[src/rtl/regfile_exec_ctrl.sv]
// Register-file initiator: accepts one register-to-register instruction, reads
// both operands, executes it on an 8-bit ALU, writes back and hands out the result.
module regfile_exec_ctrl #(
   parameter int DW = 8,
   parameter int AW = 3
) (
   input  logic              Clk,
   input  logic              Rst_n,
   input  logic              in_valid,
   output logic              in_ready,
   input  logic [3+3*AW-1:0] instr,
   output logic              WEN,
   output logic [AW-1:0]     RW,
   output logic [DW-1:0]     busW,
   output logic [AW-1:0]     RX,
   output logic [AW-1:0]     RY,
   input  logic [DW-1:0]     busX,
   input  logic [DW-1:0]     busY,
   output logic              out_valid,
   input  logic              out_ready,
   output logic [DW-1:0]     out_data,
   output logic [2:0]        out_flags
);

   typedef enum logic [2:0] {IDLE, READ, EXEC, WRITE, DONE} state_t;
   typedef enum logic [2:0] {
      OP_ADD, OP_SUB, OP_AND, OP_OR, OP_XOR, OP_MOV, OP_LI, OP_SLT
   } op_t;

   state_t        state, stateNext;
   op_t           opReg;
   logic [AW-1:0] rdReg, rsReg, rtReg;
   logic [DW-1:0] aReg, bReg;
   logic [DW-1:0] aluRes;
   logic          aluCarry, aluOvf;

   always_ff @(posedge Clk) begin
      if (!Rst_n) state <= IDLE;
      else        state <= stateNext;
   end

   always_comb begin
      stateNext = state;
      in_ready  = 1'b0;
      out_valid = 1'b0;
      case (state)
         IDLE: begin
            in_ready = 1'b1;
            if (in_valid) stateNext = READ;
         end
         READ:  stateNext = EXEC;
         EXEC:  stateNext = WRITE;
         WRITE: stateNext = DONE;
         DONE: begin
            out_valid = 1'b1;
            if (out_ready) stateNext = IDLE;
         end
         default: stateNext = IDLE;
      endcase
   end

   always_comb begin
      aluRes   = '0;
      aluCarry = 1'b0;
      aluOvf   = 1'b0;
      case (opReg)
         OP_ADD: begin
            {aluCarry, aluRes} = {1'b0, aReg} + {1'b0, bReg};
            aluOvf = (aReg[DW-1] == bReg[DW-1]) && (aluRes[DW-1] != aReg[DW-1]);
         end
         OP_SUB: begin
            // Borrow falls out as the top bit of the widened difference.
            {aluCarry, aluRes} = {1'b0, aReg} - {1'b0, bReg};
            aluOvf = (aReg[DW-1] != bReg[DW-1]) && (aluRes[DW-1] != aReg[DW-1]);
         end
         OP_AND: aluRes = aReg & bReg;
         OP_OR:  aluRes = aReg | bReg;
         OP_XOR: aluRes = aReg ^ bReg;
         OP_MOV: aluRes = aReg;
         OP_LI:  aluRes[2*AW-1:0] = {rsReg, rtReg};
         OP_SLT: aluRes[0] = $signed(aReg) < $signed(bReg);
         default: aluRes = '0;
      endcase
   end

   // Register-file addresses/data are registered so they hold between phases.
   always_ff @(posedge Clk) begin
      if (!Rst_n) begin
         opReg     <= OP_ADD;
         rdReg     <= '0;
         rsReg     <= '0;
         rtReg     <= '0;
         aReg      <= '0;
         bReg      <= '0;
         RX        <= '0;
         RY        <= '0;
         RW        <= '0;
         busW      <= '0;
         WEN       <= 1'b0;
         out_data  <= '0;
         out_flags <= '0;
      end else begin
         WEN <= 1'b0;
         case (state)
            IDLE: begin
               if (in_valid) begin
                  opReg <= op_t'(instr[3*AW +: 3]);
                  rdReg <= instr[2*AW +: AW];
                  rsReg <= instr[AW +: AW];
                  rtReg <= instr[0 +: AW];
                  RX    <= instr[AW +: AW];
                  RY    <= instr[0 +: AW];
               end
            end
            READ: begin
               aReg <= busX;
               bReg <= busY;
            end
            EXEC: begin
               RW        <= rdReg;
               busW      <= aluRes;
               WEN       <= (rdReg != '0);
               out_data  <= aluRes;
               out_flags <= {(aluRes == '0), aluCarry, aluOvf};
            end
            default: ;
         endcase
      end
   end

endmodule

[config.mk]
export PLATFORM = sky130hd
export DESIGN_NAME = regfile_exec_ctrl
export DESIGN_NICKNAME = d
export VERILOG_FILES = /design/src/rtl/regfile_exec_ctrl.sv
export SDC_FILE = /design/constraint.sdc
export NUM_CORES = 1
export LEC_CHECK = 0
export BUFFER_PORTS_ARGS = -buffer_cell sky130_fd_sc_hd__buf_2
export CAP_MARGIN = 30
export CORE_ASPECT_RATIO = 0.8
export CORE_MARGIN = 2
export CORE_UTILIZATION = 58
export DETAILED_ROUTE_END_ITERATION = 8
export PLACE_DENSITY = 0.86
export SYNTH_ARGS = -nofsm -noshare
export SYNTH_HDL_FRONTEND = slang
export SYNTH_SLANG_ARGS = --single-unit
[constraint.sdc]
create_clock -name Clk -period 6 [get_ports Clk]
set_input_delay 0.6 -clock Clk [delete_from_list [all_inputs] [get_ports Clk]]
set_output_delay 0.6 -clock Clk [all_outputs]
set_load 0.01 [all_outputs]
==> out/metrics.csv, run 1 <==
stage,metric,value,unit
status,status,finished clean,
power,Leak,1.50,nW
cts,CTS tree,done,
detailed_routing,initial DRC count,225,
timing,Slew headroom,32.8,%
timing,RSZ-0062 raised after global routing,false,
cts,H-tree depth,2,
detailed_routing,final wirelength,7.31,mm
timing,"Hold Violations, Final",0,
worst_setup_path,Worst R2R Start,aReg[0],
yosys,Synth Register Bits,46,
global_routing,largest net degree at the start of global routing,45,
hold_path,hold_sp,RW[1],
power,Clk network pwr share,26.4,%
global_routing,Total Routing Usage GR,25.0,%
worst_setup_path,capture point of the worst reg-to-reg path,out_flags[2],
die,I/O pins,63,
yosys,Async SR Flop Fraction,0,%
power,pwr dens,218,mW/mm^2
power,Combinational Power Share,27.5,%
worst_setup_path,critical path data required time,6.24,ns
placement,GP Congestion,0.917,
yosys,dominant synthesized flop cell,dfxtp_1,
layout,share of layout cells above drive strength 1,18.3,%
layout,# fillers,499,
die,die width,86.6,um
yosys,sequential share of the synthesized area,29.1,%
global_routing,initial antenna violation count,0,
cts,TritonCTS buffer count,5,
detailed_routing,routed via count,2927,
cts,clock slew at reported path FFs,0.09,ns
flow_run,Max-Cap Viols,0,
timing,"Slew Viols, Final",0,
global_routing,vias in the first global route,2675,
detailed_routing,met2 wire length,3.41,mm
layout,Antenna Cells,0,
detailed_routing,Initial DRT Pass Iterations,5,
worst_setup_path,cells on worst reg2reg path,10,
power,Sequential Power Share,46.1,%
detailed_routing,number of routed nets with antenna violations,0,
yosys,Synth Area per Inst,7.83,sq um
die,initial core utilization,59.0,%
yosys,"top cells by area, synth","dfxtp_1, nand2_1, ha_1",
hold_path,Hold EP,RW[1],
layout,Area growth syn-to-layout,9.87,%
worst_setup_path,WP data arrival,2.87,ns
worst_setup_path,crit path capture type,flip-flop,
worst_setup_path,worst reg2reg setup slack,3.37,ns
die,core area,0.00538,sq mm
layout,design area,0.00348,sq mm
detailed_routing,DRC viols,0,
yosys,"Distinct cells, synth",54,
worst_setup_path,CP Class,reg2reg,
cts,root buffer cell,clkbuf_8,
worst_setup_path,Critical Path Fanout Max,4,
layout,NumNets Final,500,
timing,"Setup violations, final",0,
detailed_routing,post-DR wirelength/cell,14.4,um
detailed_routing,vias per cell,5.77,
worst_setup_path,worst setup path startpoint,aReg[0],
cts,clk_lat worst skew,0.30,ns
yosys,Mapped Cells,405,
yosys,area fraction of the dominant cell type after synthesis,29.1,%
die,die area,0.00608,sq mm
timing,Worst Tran Pin Value,1.00,ns
yosys,yosys warns,0,
die,Placement Rows,24,
detailed_routing,uppermost layer routed,met4,
timing,Min Hold Slack,0.466,ns
cts,CTS Sinks,46,
placement,I/O Buffers,62,
power,Sw Ratio,33.5,%
yosys,Synth Net Count,464,
timing,Fin Setup TNS,0,ns
cts,hold-fix buffers at CTS,0,
power,peak supply drop,0.000116,V
layout,multi-input logic area,0.00197,sq mm
global_routing,gr ovfl total,0,
timing,Tcrit/Tclk final,43.8,%
global_routing,first-pass GRT wire length,12.2,mm
cts,Clock Path Buffers,2,
power,Int Pwr,0.000504,W
placement,Detailed Place HPWL,5.49,mm
hold_path,HP Class,reg2reg,
yosys,synthesized area,0.00317,sq mm
yosys,Yosys top cell by area,dfxtp_1,
hold_path,Hold Crit Depth,2,
power,Switch Pwr,0.000254,W
timing,Max Clk Rate,380,MHz
detailed_routing,M1 WL,3.40,mm
die,die height,70.1,um
placement,dpl cell area,0.00339,sq mm
timing,Tmin final,2.63,ns
worst_setup_path,CP Launch Type,flip-flop,
detailed_routing,metal3 WL,430,um
yosys,"EDFF count, synth",0,
timing,skew final,0.0107,ns
layout,register area,921,sq um
cts,# Post-CTS Setup Buffers,0,
cts,Post-CTS Resized,0,
==> kinds of logic (layout without fill, tap and decap cells) <==
family,count (synthesis),after routing,share of synthesized area [%]
AO/OA/AOI/OAI,114,114,25.9
XOR/XNOR,2,2,0.553
adder cells (fa/ha/maj),27,27,11.1
buffers and inverters,59,96,8.96
flip-flops,46,46,29.1
multiplexers,8,8,2.65
AND/OR/NAND/NOR,149,149,21.8
==> power by group through the flow <==
stage                     Sequential (W)  Combinational [W]  Clock (W)
after detailed placement        0.000356           0.000207          0
after CTS                       0.000349           0.000207   0.000206
after floorplan                 0.000349           0.000160          0
after global routing            0.000352           0.000234   0.000214
final                           0.000349           0.000209   0.000200
after global placement          0.000354           0.000203          0
==> layer usage <==
| metal | global-route usage (%) | vias to the layer above |
|---|---|---|
| li1 | - | 1463 |
| met1 | 34.8 | 1371 |
| met2 | 40.2 | 85 |
| met3 | 3.90 | 8 |
| met4 | 6.60 | 0 |
| met5 | 0 | - |
==> registers in the layout, indices dropped and copies added (netlist names) <==
register	cells
rtReg	3
RW	3
out_flags	3
out_data	8
rsReg	3
state	3
opReg	3
bReg	8
rdReg	3
aReg	8
WEN	1
==> per-stage QoR <==
step,total power (W),cells,worst slack [ns],util (%)
2_1_floorplan,0.000509,405,3.70,-
3_3_place_gp,0.000558,499,3.50,63.0
3_5_place_dp,0.000563,499,3.43,63.0
4_1_cts,0.000762,507,3.39,64.8
5_1_grt,0.000801,507,3.21,64.8
6_report,0.000758,507,3.37,64.8
==> cells in the final DEF (no fill, tap or decap), types with 12 or more instances in the layout <==
cell type	Yosys	layout
dfxtp_1	46	46
buf_2	5	62
nor2_1	20	20
a21oi_1	22	22
o21ai_0	12	12
nand2_1	84	84
inv_1	24	24
a21boi_0	33	33
ha_1	25	25
==> layout make-up <==
| type | count | share of cell area, % |
|---|---|---|
| multi-input combinational | 300 | 56.6 |
| sequential | 46 | 26.4 |
| timing repair buffer | 64 | 9.34 |
| inverter | 24 | 2.59 |
| clock buffer | 6 | 2.37 |
| tap | 65 | 2.34 |
| clock inverter | 2 | 0.359 |
==> critical path: stages (launching register included) <==
cell,delay (ns)
dfxtp_1,0.38
inv_1,0.08
ha_1,0.23
fa_1,0.42
xnor2_1,0.22
o22a_1,0.17
nor2_1,0.04
or4_4,0.51
nor4_2,0.27
nand4_1,0.12
o21ai_1,0.13
==> worst max path at each step <==
stage | to | slack, ns | cells after the start
floorplan | out_flags[2] | 3.70 | 10
global placement | out_flags[2] | 3.50 | 10
detailed placement | out_flags[2] | 3.43 | 10
CTS | out_flags[2] | 3.39 | 10
global route | out_flags[2] | 3.21 | 9
finish | out_flags[2] | 3.37 | 10
==> cell usage after synthesis (4+ instances only) <==
master / instances
nand3b_1: 4
o21ai_0: 12
nor3_1: 8
ha_1: 25
dfxtp_1: 46
nand3_1: 4
o221ai_1: 4
nand2b_1: 8
o211a_1: 7
buf_4: 11
a21oi_1: 22
inv_1: 24
nor2b_1: 6
nor2_1: 20
a221oi_1: 4
buf_2: 5
nor3b_1: 4
nand2_1: 84
clkbuf_1: 16
a21boi_0: 33
a211oi_1: 6
mux2i_1: 5
No activity file was read; power rests on OpenSTA's default activity.
==> inputs of run 2 (changes only) <==
- ABC_AREA: not set -> 1
- CORE_UTILIZATION: 58 -> 55
- PLACE_DENSITY: 0.86 -> 0.83
- clock period: 6 -> 2.5 ns (I/O delays scaled with it)
==> out/metrics.csv, run 2 <==
stage,metric,value,unit,change
yosys,top-count cell post-synth,nand2_1,,
layout,Top Registers,"aReg x8, bReg x8, out_data x8",,
cts,clk_lat worst skew,0.30,ns,about the same
yosys,sequential share of the synthesized area,30.0,%,+0.96 points
detailed_routing,number of routed nets with antenna violations,0,,unchanged
placement,I/O Buffers,62,,unchanged
timing,Fin Setup TNS,0,ns,unchanged
yosys,Synth Register Bits,46,,unchanged
cts,CTS tree,done,,
timing,Max Clk Rate,450,MHz,+18%
worst_setup_path,CP max stage cell,fa_1,,
global_routing,gr ovfl total,0,,unchanged
timing,"Setup violations, final",0,,unchanged
cts,hold-fix buffers at CTS,0,,unchanged
power,peak supply drop,0.000368,V,+220%
worst_setup_path,WP data arrival,2.46,ns,-0.41 ns
die,initial core utilization,56.8,%,-2.2 points
detailed_routing,initial DRC count,272,,+21%
yosys,dominant synthesized flop cell,dfxtp_1,,
detailed_routing,final wirelength,8.36,mm,+14%
layout,"commonest non-fill, non-tap cell in the layout",nand2_1,,
timing,"Slew Viols, Final",0,,unchanged
yosys,Yosys top cell by area,dfxtp_1,,
layout,NumNets Final,565,,+13%
yosys,area fraction of the dominant cell type after synthesis,30.0,%,+0.96 points
cts,# Post-CTS Setup Buffers,0,,unchanged
die,Placement Rows,24,,unchanged
power,pwr dens,623,mW/mm^2,+190%
die,die width,87.5,um,+0.99%
layout,share of layout cells above drive strength 1,17.0,%,-1.4 points
timing,Slew headroom,63.8,%,+31 points
status,status,finished clean,,
detailed_routing,routed via count,3112,,+6.3%
cts,CTS Sinks,46,,unchanged
worst_setup_path,critical path data required time,2.74,ns,-3.50 ns
timing,Tmin final,2.22,ns,-0.407 ns
cts,TritonCTS buffer count,5,,unchanged
hold_path,HP Class,in2reg,,
placement,GP Congestion,1.00,,+9.1%
die,die height,70.8,um,+0.98%
global_routing,first-pass GRT wire length,13.6,mm,+11%
timing,"Hold Violations, Final",0,,unchanged
detailed_routing,vias per cell,5.44,,-5.8%
yosys,Mapped Cells,458,,+13%
layout,Antenna Cells,0,,unchanged
detailed_routing,DRC viols,0,,unchanged
layout,"non-filler cells, final",572,,+13%
global_routing,Total Routing Usage GR,27.7,%,+2.7 points
cts,H-tree depth,2,,unchanged
timing,Worst Tran Pin Value,0.542,ns,-0.461 ns
timing,Tcrit/Tclk final,88.9,%,+45 points
yosys,"top cells by area, synth","dfxtp_1, ha_1, nand2_1",,
yosys,most instantiated cells after synthesis,"nand2_1, inv_1, dfxtp_1, a21oi_1, nor2_1",,
die,core area,0.00541,sq mm,+0.56%
global_routing,initial antenna violation count,0,,unchanged
worst_setup_path,Crit path largest cell delay,0.40,ns,-0.11 ns
die,I/O pins,63,,unchanged
cts,clock slew at reported path FFs,0.09,ns,about the same
cts,Clock Path Buffers,2,,unchanged
timing,RSZ-0062 raised after global routing,false,,
yosys,synthesized area,0.00307,sq mm,-3.2%
detailed_routing,post-DR wirelength/cell,14.6,um,+1.3%
placement,Detailed Place HPWL,6.41,mm,+17%
cts,root buffer cell,clkbuf_8,,
detailed_routing,Initial DRT Pass Iterations,5,,unchanged
die,die area,0.00620,sq mm,+2.0%
worst_setup_path,crit path cell chain,inv_1 > ha_1 > fa_1 > inv_1 > nand2_1 > nand2_2 > nand3_1 > nand2_1 > nand2_1 > nand3_1 > nand3_1 > nor2_1 > nand4_1 > a21oi_1,,
yosys,Synth Net Count,517,,+11%
yosys,yosys warns,0,,unchanged
yosys,Async SR Flop Fraction,0,%,unchanged
global_routing,largest net degree at the start of global routing,34,,-24%
layout,Area growth syn-to-layout,12.8,%,
yosys,Synth Area per Inst,6.70,sq um,-14%
yosys,"Distinct cells, synth",29,,-46%
worst_setup_path,CP Class,reg2reg,,
worst_setup_path,WP buf/inv,2,,+1
layout,"commonest non-fill, non-tap cells in the layout","nand2_1, buf_2, inv_1",,
flow_run,Max-Cap Viols,0,,unchanged
worst_setup_path,Critical Path Fanout Max,4,,unchanged
timing,skew final,0.00660,ns,-0.00409 ns
worst_setup_path,Crit path max-delay family,simple AND/OR/NAND/NOR gates,,
global_routing,vias in the first global route,2771,,+3.6%
power,Leak,1.71,nW,+14%
worst_setup_path,CP Launch Type,flip-flop,,
placement,Cells after DPL,564,,+13%
worst_setup_path,crit path capture type,flip-flop,,
yosys,"EDFF count, synth",0,,unchanged
## run 2: cell types whose count changed after synthesis, moves of 7 or more
cell | before | now
a21boi_0 | 33 | 0
nand2b_1 | 8 | 0
o211a_1 | 7 | 0
inv_1 | 24 | 61
a21oi_1 | 22 | 45
nor2_1 | 20 | 45
o21ai_0 | 12 | 35
nand3_1 | 4 | 43
nand4_1 | 2 | 13
## run 2: tightest hold or removal path, delay by kind of cell
| family | cells | cell delay (ns) |
|---|---|---|
| AO/OA/AOI/OAI | 1 | 0.06 |
| buffers and inverters | 1 | 0.10 |
| AND/OR/NAND/NOR | 1 | 0.07 |
## run 2: power by group
part / internal, W / total [W] / leakage (nW) / switching [W]
registers: 0.000799 / 0.000858 / 0.377 / 0.0000593
logic: 0.000246 / 0.000724 / 1.28 / 0.000477
clock network: 0.000299 / 0.000573 / 0.0514 / 0.000274
## run 2: cell type report
cell class | count | area (sq um)
Fill cell | 509 | 1940
Multi-Input combinational cell | 321 | 1760
Sequential cell | 46 | 921
Timing Repair Buffer | 66 | 340
Inverter | 66 | 250
Tap cell | 65 | 81.3
Clock buffer | 6 | 72.6
Clock inverter | 2 | 37.5
## run 2: repair_timing
| item | in CTS | in global routing |
|---|---|---|
| endpoints found under the setup margin | 0 | 1 |
| hold endpoints to repair | 0 | 0 |
| gates resized for setup | 0 | 1 |
## run 2: worst paths after layout
path | slack, ns | from | end | cells past startpoint
worst min-delay path | 0.20 | instr[0] | rtReg[0] | 3
worst max-delay path | 0.28 | aReg[0] | out_flags[2] | 14
worst max register to register | 0.28 | aReg[0] | out_flags[2] | 14
worst min register to register | 0.49 | rtReg[1] | rtReg[1] | 2
## run 2: routing by layer
| metal | wire, um | vias to the layer above | track usage (%) | share of wire, % |
|---|---|---|---|---|
| met2 | 3610 | 117 | 42.1 | 43 |
| li1 | - | 1591 | - | - |
| met4 | 105 | 0 | 5.13 | 1.3 |
| met3 | 550 | 13 | 5.83 | 6.6 |
| met1 | 4090 | 1391 | 40.9 | 49 |
| met5 | 0 | - | 0 | 0 |
## run 2: kinds of logic after synthesis
group                    after synthesis  share of synthesized area [%]
AND/OR/NAND/NOR                      193                           28.1
AO/OA/AOI/OAI                         99                           17.0
buffers and inverters                 91                           12.7
flip-flops                            46                           30.0
adder cells (fa/ha/maj)               27                           11.5
XOR/XNOR                               2                          0.571
## run 2: through the flow
step / util, % / power, W / setup WS, ns / instance area, sq um / hold WS, ns
after detailed placement: 62.0 / 0.00158 / 0.316 / 3350 / 0.475
after global routing: 64.1 / 0.00228 / 0.0531 / 3460 / 0.217
after floorplan: - / 0.00139 / 0.626 / 3070 / 0.388
final: 64.1 / 0.00216 / 0.278 / 3460 / 0.205
after CTS: 64.0 / 0.00215 / 0.279 / 3460 / 0.208
after global placement: 62.0 / 0.00157 / 0.320 / 3350 / 0.463
